$ cat src/rtl/dmem_arbiter_pkg.sv
// Shared types and constants for the data-memory arbiter.
//   CPU_WIDTH        data/address width
//   MEM_SIZE_*       access size encodings (2'b11 behaves as a word)
//   dma_state_e      arbiter FSM state encodings
//   is_misaligned()  alignment rule shared by the arbiter
package dmem_arbiter_pkg;

  localparam int unsigned CPU_WIDTH = 32;

  localparam logic [1:0] MEM_SIZE_B = 2'b00;
  localparam logic [1:0] MEM_SIZE_H = 2'b01;
  localparam logic [1:0] MEM_SIZE_W = 2'b10;

  typedef enum logic [1:0] {
    DMA_IDLE     = 2'd0,
    DMA_ACCESS   = 2'd1,
    DMA_MERGE_WR = 2'd2,
    DMA_RESP     = 2'd3
  } dma_state_e;

  // Bytes are always aligned; halves need addr[0]=0; words (and size 11) need addr[1:0]=0.
  function automatic logic is_misaligned(input logic [1:0] size, input logic [1:0] addr_lo);
    logic mis;
    mis = 1'b0;
    case (size)
      MEM_SIZE_B: mis = 1'b0;
      MEM_SIZE_H: mis = addr_lo[0];
      default:    mis = (addr_lo != 2'b00);
    endcase
    return mis;
  endfunction

endpackage

$ cat src/rtl/dmem_lane_mux.sv
// Byte-lane steering between a memory word and a right-aligned requester value.
//   word_i     word read from the data memory
//   addr_lo_i  byte offset within the word
//   size_i     access size (byte / half / word)
//   wdata_i    right-aligned store data
//   load_o     selected lane, right-aligned and zero-extended
//   merged_o   word_i with the addressed lane(s) replaced by wdata_i
module dmem_lane_mux
  import dmem_arbiter_pkg::*;
(
  input  logic [CPU_WIDTH-1:0] word_i,
  input  logic [1:0]           addr_lo_i,
  input  logic [1:0]           size_i,
  input  logic [CPU_WIDTH-1:0] wdata_i,
  output logic [CPU_WIDTH-1:0] load_o,
  output logic [CPU_WIDTH-1:0] merged_o
);

  logic [4:0]           shamt;
  logic [CPU_WIDTH-1:0] lane_mask;

  always_comb begin
    shamt     = 5'd0;
    lane_mask = '1;
    case (size_i)
      MEM_SIZE_B: begin
        shamt     = {addr_lo_i, 3'b000};
        lane_mask = 32'h0000_00FF;
      end
      MEM_SIZE_H: begin
        // Only called with aligned halves, so addr_lo_i[0] is zero here.
        shamt     = {addr_lo_i[1], 4'b0000};
        lane_mask = 32'h0000_FFFF;
      end
      default: begin
        shamt     = 5'd0;
        lane_mask = '1;
      end
    endcase
  end

  assign load_o   = (word_i >> shamt) & lane_mask;
  assign merged_o = (word_i & ~(lane_mask << shamt)) | ((wdata_i & lane_mask) << shamt);

endmodule

$ cat src/rtl/dmem_arbiter.sv
// Two-requester arbiter in front of a single-port, word-wide data memory.
// Byte/half stores become read-modify-write because the memory only writes full words.
//   clk, rstn                 clock, async active-low reset
//   mN_req/we/size/addr/wdata requester N (0 = core LSU, 1 = debug/DMA) request side
//   mN_gnt                    1-cycle accept pulse (combinational in IDLE)
//   mN_rvalid/rdata/err       1-cycle completion with zero-extended load data / misalign flag
//   mem_addr/wdata/write_en/read_en, mem_rdata   data memory (combinational read)
//
// state        | meaning
// DMA_IDLE     | no access in flight; arbitrate, grant, latch the request
// DMA_ACCESS   | read addressed word; finish load / word store, or build merged word
// DMA_MERGE_WR | write the merged word of a byte/half store
// DMA_RESP     | pulse owner's rvalid with rdata/err; advance round-robin pointer
module dmem_arbiter
  import dmem_arbiter_pkg::*;
#(
  parameter logic RR_EN = 1'b1
) (
  input  logic                 clk,
  input  logic                 rstn,
  input  logic                 m0_req,
  input  logic                 m0_we,
  input  logic [1:0]           m0_size,
  input  logic [CPU_WIDTH-1:0] m0_addr,
  input  logic [CPU_WIDTH-1:0] m0_wdata,
  output logic                 m0_gnt,
  output logic                 m0_rvalid,
  output logic [CPU_WIDTH-1:0] m0_rdata,
  output logic                 m0_err,
  input  logic                 m1_req,
  input  logic                 m1_we,
  input  logic [1:0]           m1_size,
  input  logic [CPU_WIDTH-1:0] m1_addr,
  input  logic [CPU_WIDTH-1:0] m1_wdata,
  output logic                 m1_gnt,
  output logic                 m1_rvalid,
  output logic [CPU_WIDTH-1:0] m1_rdata,
  output logic                 m1_err,
  output logic [CPU_WIDTH-1:0] mem_addr,
  output logic [CPU_WIDTH-1:0] mem_wdata,
  output logic                 mem_write_en,
  output logic                 mem_read_en,
  input  logic [CPU_WIDTH-1:0] mem_rdata
);

  dma_state_e           state_q, state_d;
  logic                 rr_ptr_q, rr_ptr_d;   // 0 = m0 preferred on a tie
  logic                 owner_q, owner_d;     // 0 = m0, 1 = m1
  logic                 we_q, we_d;
  logic [1:0]           size_q, size_d;
  logic [CPU_WIDTH-1:0] addr_q, addr_d;
  logic [CPU_WIDTH-1:0] wdata_q, wdata_d;
  logic [CPU_WIDTH-1:0] rdata_q, rdata_d;
  logic                 err_q, err_d;
  logic [CPU_WIDTH-1:0] merged_q, merged_d;

  logic                 pick_m1;
  logic [CPU_WIDTH-1:0] lane_load;
  logic [CPU_WIDTH-1:0] lane_merged;
  logic [CPU_WIDTH-1:0] word_addr;

  // m1 wins when it is alone, or on a tie when round-robin points at it.
  assign pick_m1   = m1_req && (!m0_req || (RR_EN && rr_ptr_q));
  assign word_addr = {addr_q[CPU_WIDTH-1:2], 2'b00};

  dmem_lane_mux u_lane_mux (
    .word_i    (mem_rdata),
    .addr_lo_i (addr_q[1:0]),
    .size_i    (size_q),
    .wdata_i   (wdata_q),
    .load_o    (lane_load),
    .merged_o  (lane_merged)
  );

  always_comb begin
    state_d      = state_q;
    rr_ptr_d     = rr_ptr_q;
    owner_d      = owner_q;
    we_d         = we_q;
    size_d       = size_q;
    addr_d       = addr_q;
    wdata_d      = wdata_q;
    rdata_d      = rdata_q;
    err_d        = err_q;
    merged_d     = merged_q;
    m0_gnt       = 1'b0;
    m1_gnt       = 1'b0;
    m0_rvalid    = 1'b0;
    m1_rvalid    = 1'b0;
    m0_rdata     = '0;
    m1_rdata     = '0;
    m0_err       = 1'b0;
    m1_err       = 1'b0;
    mem_addr     = '0;
    mem_wdata    = '0;
    mem_write_en = 1'b0;
    mem_read_en  = 1'b0;

    unique case (state_q)
      DMA_IDLE: begin
        // rstn gates the combinational grant so nothing is accepted while reset is held.
        if (rstn && (m0_req || m1_req)) begin
          owner_d = pick_m1;
          m0_gnt  = !pick_m1;
          m1_gnt  = pick_m1;
          we_d    = pick_m1 ? m1_we    : m0_we;
          size_d  = pick_m1 ? m1_size  : m0_size;
          addr_d  = pick_m1 ? m1_addr  : m0_addr;
          wdata_d = pick_m1 ? m1_wdata : m0_wdata;
          rdata_d = '0;
          if (is_misaligned(size_d, addr_d[1:0])) begin
            err_d   = 1'b1;
            state_d = DMA_RESP;
          end else begin
            err_d   = 1'b0;
            state_d = DMA_ACCESS;
          end
        end
      end

      DMA_ACCESS: begin
        mem_addr    = word_addr;
        mem_read_en = 1'b1;
        if (!we_q) begin
          rdata_d = lane_load;
          state_d = DMA_RESP;
        end else if (size_q[1]) begin
          mem_write_en = 1'b1;
          mem_wdata    = wdata_q;
          state_d      = DMA_RESP;
        end else begin
          merged_d = lane_merged;
          state_d  = DMA_MERGE_WR;
        end
      end

      DMA_MERGE_WR: begin
        mem_addr     = word_addr;
        mem_write_en = 1'b1;
        mem_wdata    = merged_q;
        state_d      = DMA_RESP;
      end

      DMA_RESP: begin
        if (owner_q) begin
          m1_rvalid = 1'b1;
          m1_rdata  = rdata_q;
          m1_err    = err_q;
        end else begin
          m0_rvalid = 1'b1;
          m0_rdata  = rdata_q;
          m0_err    = err_q;
        end
        if (RR_EN) begin
          rr_ptr_d = !owner_q;
        end
        state_d = DMA_IDLE;
      end

      default: state_d = DMA_IDLE;
    endcase
  end

  always_ff @(posedge clk or negedge rstn) begin
    if (!rstn) begin
      state_q  <= DMA_IDLE;
      rr_ptr_q <= 1'b0;
      owner_q  <= 1'b0;
      we_q     <= 1'b0;
      size_q   <= 2'b00;
      addr_q   <= '0;
      wdata_q  <= '0;
      rdata_q  <= '0;
      err_q    <= 1'b0;
      merged_q <= '0;
    end else begin
      state_q  <= state_d;
      rr_ptr_q <= rr_ptr_d;
      owner_q  <= owner_d;
      we_q     <= we_d;
      size_q   <= size_d;
      addr_q   <= addr_d;
      wdata_q  <= wdata_d;
      rdata_q  <= rdata_d;
      err_q    <= err_d;
      merged_q <= merged_d;
    end
  end

endmodule

$ cat config.mk
export PLATFORM = sky130hd
export DESIGN_NAME = dmem_arbiter
export DESIGN_NICKNAME = d
export VERILOG_FILES = /design/src/rtl/dmem_arbiter_pkg.sv /design/src/rtl/dmem_lane_mux.sv /design/src/rtl/dmem_arbiter.sv
export SDC_FILE = /design/constraint.sdc
export NUM_CORES = 1
export LEC_CHECK = 0
export CAP_MARGIN = 20
export CORE_AREA = 2 2 124 150
export CTS_BUF_LIST = sky130_fd_sc_hd__clkbuf_8
export DETAILED_ROUTE_END_ITERATION = 16
export DIE_AREA = 0 0 126 152
export PLACE_DENSITY = 0.9
export SLEW_MARGIN = 20
export SYNTH_ARGS = -nofsm -noshare
export SYNTH_HDL_FRONTEND = slang
export SYNTH_SLANG_ARGS = --single-unit
export TNS_END_PERCENT = 30
$ cat constraint.sdc
create_clock -name clk -period 3 [get_ports clk]
set_input_delay 0.45 -clock clk [delete_from_list [all_inputs] [get_ports clk]]
set_output_delay 0.45 -clock clk [all_outputs]
set_load 0.01 [all_outputs]
== After elaboration in Yosys (flattened, before gate mapping) ==
Index checks and enable logic that the tools add are counted.
Storage, ports and cells
  output and inout bits: 136
  word-level logic and storage cells: 84
  bits in registers: 136
  input bits: 170
Operators by class
  mux-type cells: 42
  equality and inequality tests: 7
  reductions and logical operators: 16
  bitwise gates (word level): 6
  shift operators: 3
Operator list (number)
  $mux 32: 11
  $pmux 32 s2: 3
  $and 32x32->32: 3
  $shl 32x5->32: 2
  $not 32->32: 1
  $or 32x32->32: 1
  $shr 32x5->32: 1
  $mux 1: 21
  $pmux 5 s2: 1
  $pmux 2 s4: 1
  $eq 2x1->1 const B: 3
  $logic_not 2->1: 3
  $mux 2: 3
  $reduce_and 3->1: 2
  $eq 2x2->1 const B: 2
  $ne 2x2->1 const B: 2
  $pmux 1 s2: 2
  $reduce_bool 2->1: 2
  $logic_not 1->1: 3
  $logic_and 1x1->1: 2
  $logic_or 1x1->1: 2
  $reduce_and 2->1: 1
  $reduce_or 2->1: 1
  $not 1->1: 1

== Logic depth before layout (Yosys ltp) ==
  depth after elaboration: 11
  depth in mapped cells: 8
  depth with buffers taken out: 6

== Hierarchy ==
Synthesis repeated with hierarchy kept, for this count alone.
Unflattened totals
  cells, all modules: 928
  area, all modules: 8438.1 µm²
By module, submodules not included
  dmem_arbiter: times used 1, area each 7210.7 µm², seq. area each 3403.3 µm², cells each 734
  dmem_lane_mux: times used 1, area each 1227.4 µm², seq. area each 0.0 µm², cells each 194

== Worst setup path before layout ==
Ideal clock, no wire load.
  path kind: reg2out
  start point: register state_q[1]
  end point: output mem_wdata[10]
  path buffers: 2
  stages on the path, launching flop included: 8
  required time: 2.550 ns
  path slack: 0.859 ns
  arrival time: 1.691 ns
  cells stage by stage: dfrtp_1 -> inv_1 -> ha_1 -> and3_1 -> clkbuf_1 -> clkbuf_1 -> a22oi_1 -> nor2b_1
Between the ends
  word-level cells in the longest chain between the ends: 2
  elaborated cells on any way between the ends: 3
  classes of those cells: eq/ne: 2; mux: 1
Ends and longest elaborated chain
  start: declaration: line dmem_arbiter.sv:46  | dma_state_e state_q, state_d;
  start signal: assignment: line dmem_arbiter.sv:177  | state_q <= state_d;
  $eq 2x2->1 or $eq 2x1->1 (tied branches): line dmem_arbiter.sv:99  | unique case (state_q)
  $pmux 32 s2 (*): line dmem_arbiter.sv:99
  end: declaration: line dmem_arbiter.sv:40  | output logic [CPU_WIDTH-1:0] mem_wdata,
Every way passes the cells marked *; elsewhere a longest branch is shown, timed or not.

== Worst setup path after layout ==
  start point: register state_q[1]
  end point: output mem_wdata[20]
The elaborated chain is that of the path after synthesis.

==> results.ini <==
[run_status]
outcome=finished clean

[routing]
vias_per_cell=5.63
dr.pass1.iters=9
wire_per_inst_um=19.6
routed_wl_mm=25.7
drcViolationCount=0
drtIter0Drc=741
vias=7380
ant_nets=0

[synthesis]
synth_top_area_cell=dfrtp_1
yosysUniqueCellTypes=32
synth_warnings=0
async_reset_ff_frac=1.00
syn_inst=807
synth.avg_cell_area_um2=9.47
synth_area_leaders=dfrtp_1 (45%), mux2i_1 (10%), o21ai_0 (7.9%), a22oi_1 (5.5%), nand2_1 (5.5%)
synth_edf_count=0
synthFlopType=dfrtp_1
synth_area_um2=7640
ys_ff_latch=136
ys_seq_area_frac=0.445
netlist.area_leader.share=0.445

[global_routing]
busiest_layer=met2
grt_pass1_wl_mm=40.3
grt_max_degree=138
grt_util_met2=0.445
grt_overflow=0
grt_pass1_vias=7322
met3_usage=0.0535
antenna_found_initial=0
grt.total_usage=0.267
grt_use_met1=0.334

[critical_path]
criticalPathCategory=register to output pin
arrival_ns=2.46
r2r-end=rdata_q[13]
cp_data_required_time_ns=2.55
r2r_start=size_q[1]
crit_path_end_kind=output pin
worst-r2r-cell-count=5
rrSetupSlack_ns=0.80
crit_fanout=32
startpoint_type=register

[power_and_ir_drop]
p_leak_uw=0.00530
max-vdd-ir-drop_uv=625
p_int_uw=5790
finalPower_uw=9770
clkPwrFrac=0.155
power_frac_seq=0.344
p_per_area_nw_per_um2=864
p_sw_frac=0.408
switchingPower_uw=3980
p_comb_frac=0.501

[cts]
path_clk_slew_ns=0.08
cts_buffers=17
htree_levels=4
clock-root-buffer=clkbuf_8
clock_sinks=136
clock_latency_ns=0.43
clockBufferDepth=2
tritoncts=yes

[timing]
tightest_slew_ns=0.910
hold_viol=0
final_max_slew_viol_count=0
final.setup_skew_ns=0.0109
fmax_ghz=0.344
post-route-min-period_ns=2.91
setup_viol=0
rsz0062_at_grt=true
relSlewSlack=0.393
post-route-period-util=0.969

[die]
die_w_um=126
start_util=0.429
core_area_um2=17800
fp-row-count=54
pin_count=306
die-area_um2=19200
die_h_um=152

[cells_and_area]
nNetsFinal=1249
post_route_cells_drive_above_1_share=0.0589
antenna_cells=0
area_delta_synth_final_pct=47.9
final_cells=1311

[placed_design]
gp_congestion=0.975
port_buffers=303
dp_hpwl_mm=19.5
place_inst=1277

[hold_path]
hold_path_class=primary input to asynchronous set/reset pin

[flow_run]
drv_cap=0

-- power by group through the flow --
stage	sequential (uW)	combinational, uW	clock [uW]
2_1_floorplan	3010	3020	0
4_1_cts	3340	4890	1560
3_5_place_dp	3360	4870	0
5_1_grt	3430	5350	1640
6_report	3360	4890	1520
3_3_place_gp	3350	4720	0
-- per-layer routing --
metal	vias up	part of all wire
met5	-	0
met4	0	0.039
met3	64	0.081
met2	423	0.49
met1	3478	0.39
li1	3415	-
-- cell usage in the layout (no fill, tap or decap), types with 3 or more instances in the layout --
cell type / count
nor2_1: 7
clkbuf_8: 20
mux2i_1: 77
a222oi_1: 8
inv_1: 7
buf_4: 12
nand2b_1: 3
mux4_2: 8
nor2b_1: 35
dfrtp_1: 136
clkinvlp_4: 4
buf_12: 4
a22o_1: 32
ha_1: 3
a21oi_1: 6
o21ai_0: 120
a22oi_1: 56
o2bb2ai_1: 8
clkdlybuf4s50_1: 284
and3_1: 33
dlymetal6s2s_1: 18
and2_1: 65
nand2_1: 112
-- kinds of logic (layout without fill, tap and decap cells) --
| kind of cell | count (synthesis) | count (layout) | synth area share |
|---|---|---|---|
| buffers and inverters | 80 | 359 | 0.0439 |
| flip-flops | 136 | 136 | 0.445 |
| AO/OA/AOI/OAI | 238 | 238 | 0.202 |
| other | 1 | 2 | 0.000491 |
| adder cells (fa/ha/maj) | 5 | 5 | 0.00818 |
| AND/OR/NAND/NOR | 262 | 262 | 0.176 |
| multiplexers | 85 | 85 | 0.124 |
-- worst max-delay path: stages, from the launching register on --
cell	delay, ns
dfrtp_1	0.43
inv_1	0.13
ha_2	0.24
and3_4	0.21
buf_12	0.18
a22oi_1	0.09
nor2b_1	0.13
clkdlybuf4s50_1	0.60
-- what timing repair did --
| action | in CTS | in global routing |
|---|---|---|
| gates resized for setup | 2 | 19 |
| hold buffers | 1 | 0 |
| hold endpoints to repair | 1 | 0 |
| buffers inserted | 0 | 1 |
| setup endpoints to repair | 2 | 32 |
-- through the flow --
stage | setup TNS [ns] | worst slack [ns] | instance area (um^2) | hold slack [ns] | util
2_1_floorplan | 0 | 0.859 | 7650 | 0.154 | -
3_3_place_gp | 0 | 0.533 | 10800 | 0.235 | 0.607
3_5_place_dp | 0 | 0.463 | 10800 | 0.233 | 0.607
4_1_cts | 0 | 0.00494 | 11200 | 0.348 | 0.631
5_1_grt | -0.0601 | -0.0323 | 11300 | 0.357 | 0.634
6_report | 0 | 0.0937 | 11300 | 0.367 | 0.634
-- worst max path at each step --
stage                          start       endpoint  slack (ns)  cells past startpoint
after global routing      state_q[1]  mem_wdata[15]       -0.03                      7
after floorplan           state_q[1]  mem_wdata[10]        0.86                      7
final                     state_q[1]  mem_wdata[20]        0.09                      7
after detailed placement  state_q[1]  mem_wdata[26]        0.46                      7
after CTS                 state_q[1]  mem_wdata[26]       0.005                      7
after global placement    state_q[1]  mem_wdata[26]        0.53                      5
-- registers in the layout, summed over array words and instances (netlist names) --
name	count
rr_ptr_q	1
owner_q	1
wdata_q	32
addr_q	32
merged_q	32
size_q	2
rdata_q	32
err_q	1
state_q	2
we_q	1
-- cell usage after synthesis (all sizes together), types with 2 or more instances --
library cell and instances:
ha 5, nor2b 35, buf 14, a22o 32, mux2i 77, and2 66
or2 3, mux4 8, o21ai 121, a21oi 8, inv 5, a21o 2
clkbuf 60, a222oi 8, o2bb2ai 8, dfrtp 136, o211ai 2, nand2 112
a22oi 56, and3 34, nand2b 3, nor2 7
-- cell type report --
cell class	instances	area, um^2
Clock buffer	20	275
Clock inverter	12	125
Fill cell	1430	6530
Inverter	6	22.5
Multi-Input combinational cell	592	3930
Sequential cell	136	3400
Tap cell	224	280
Timing Repair Buffer	321	3270
Note: power is estimated with default switching activity, not from simulation.
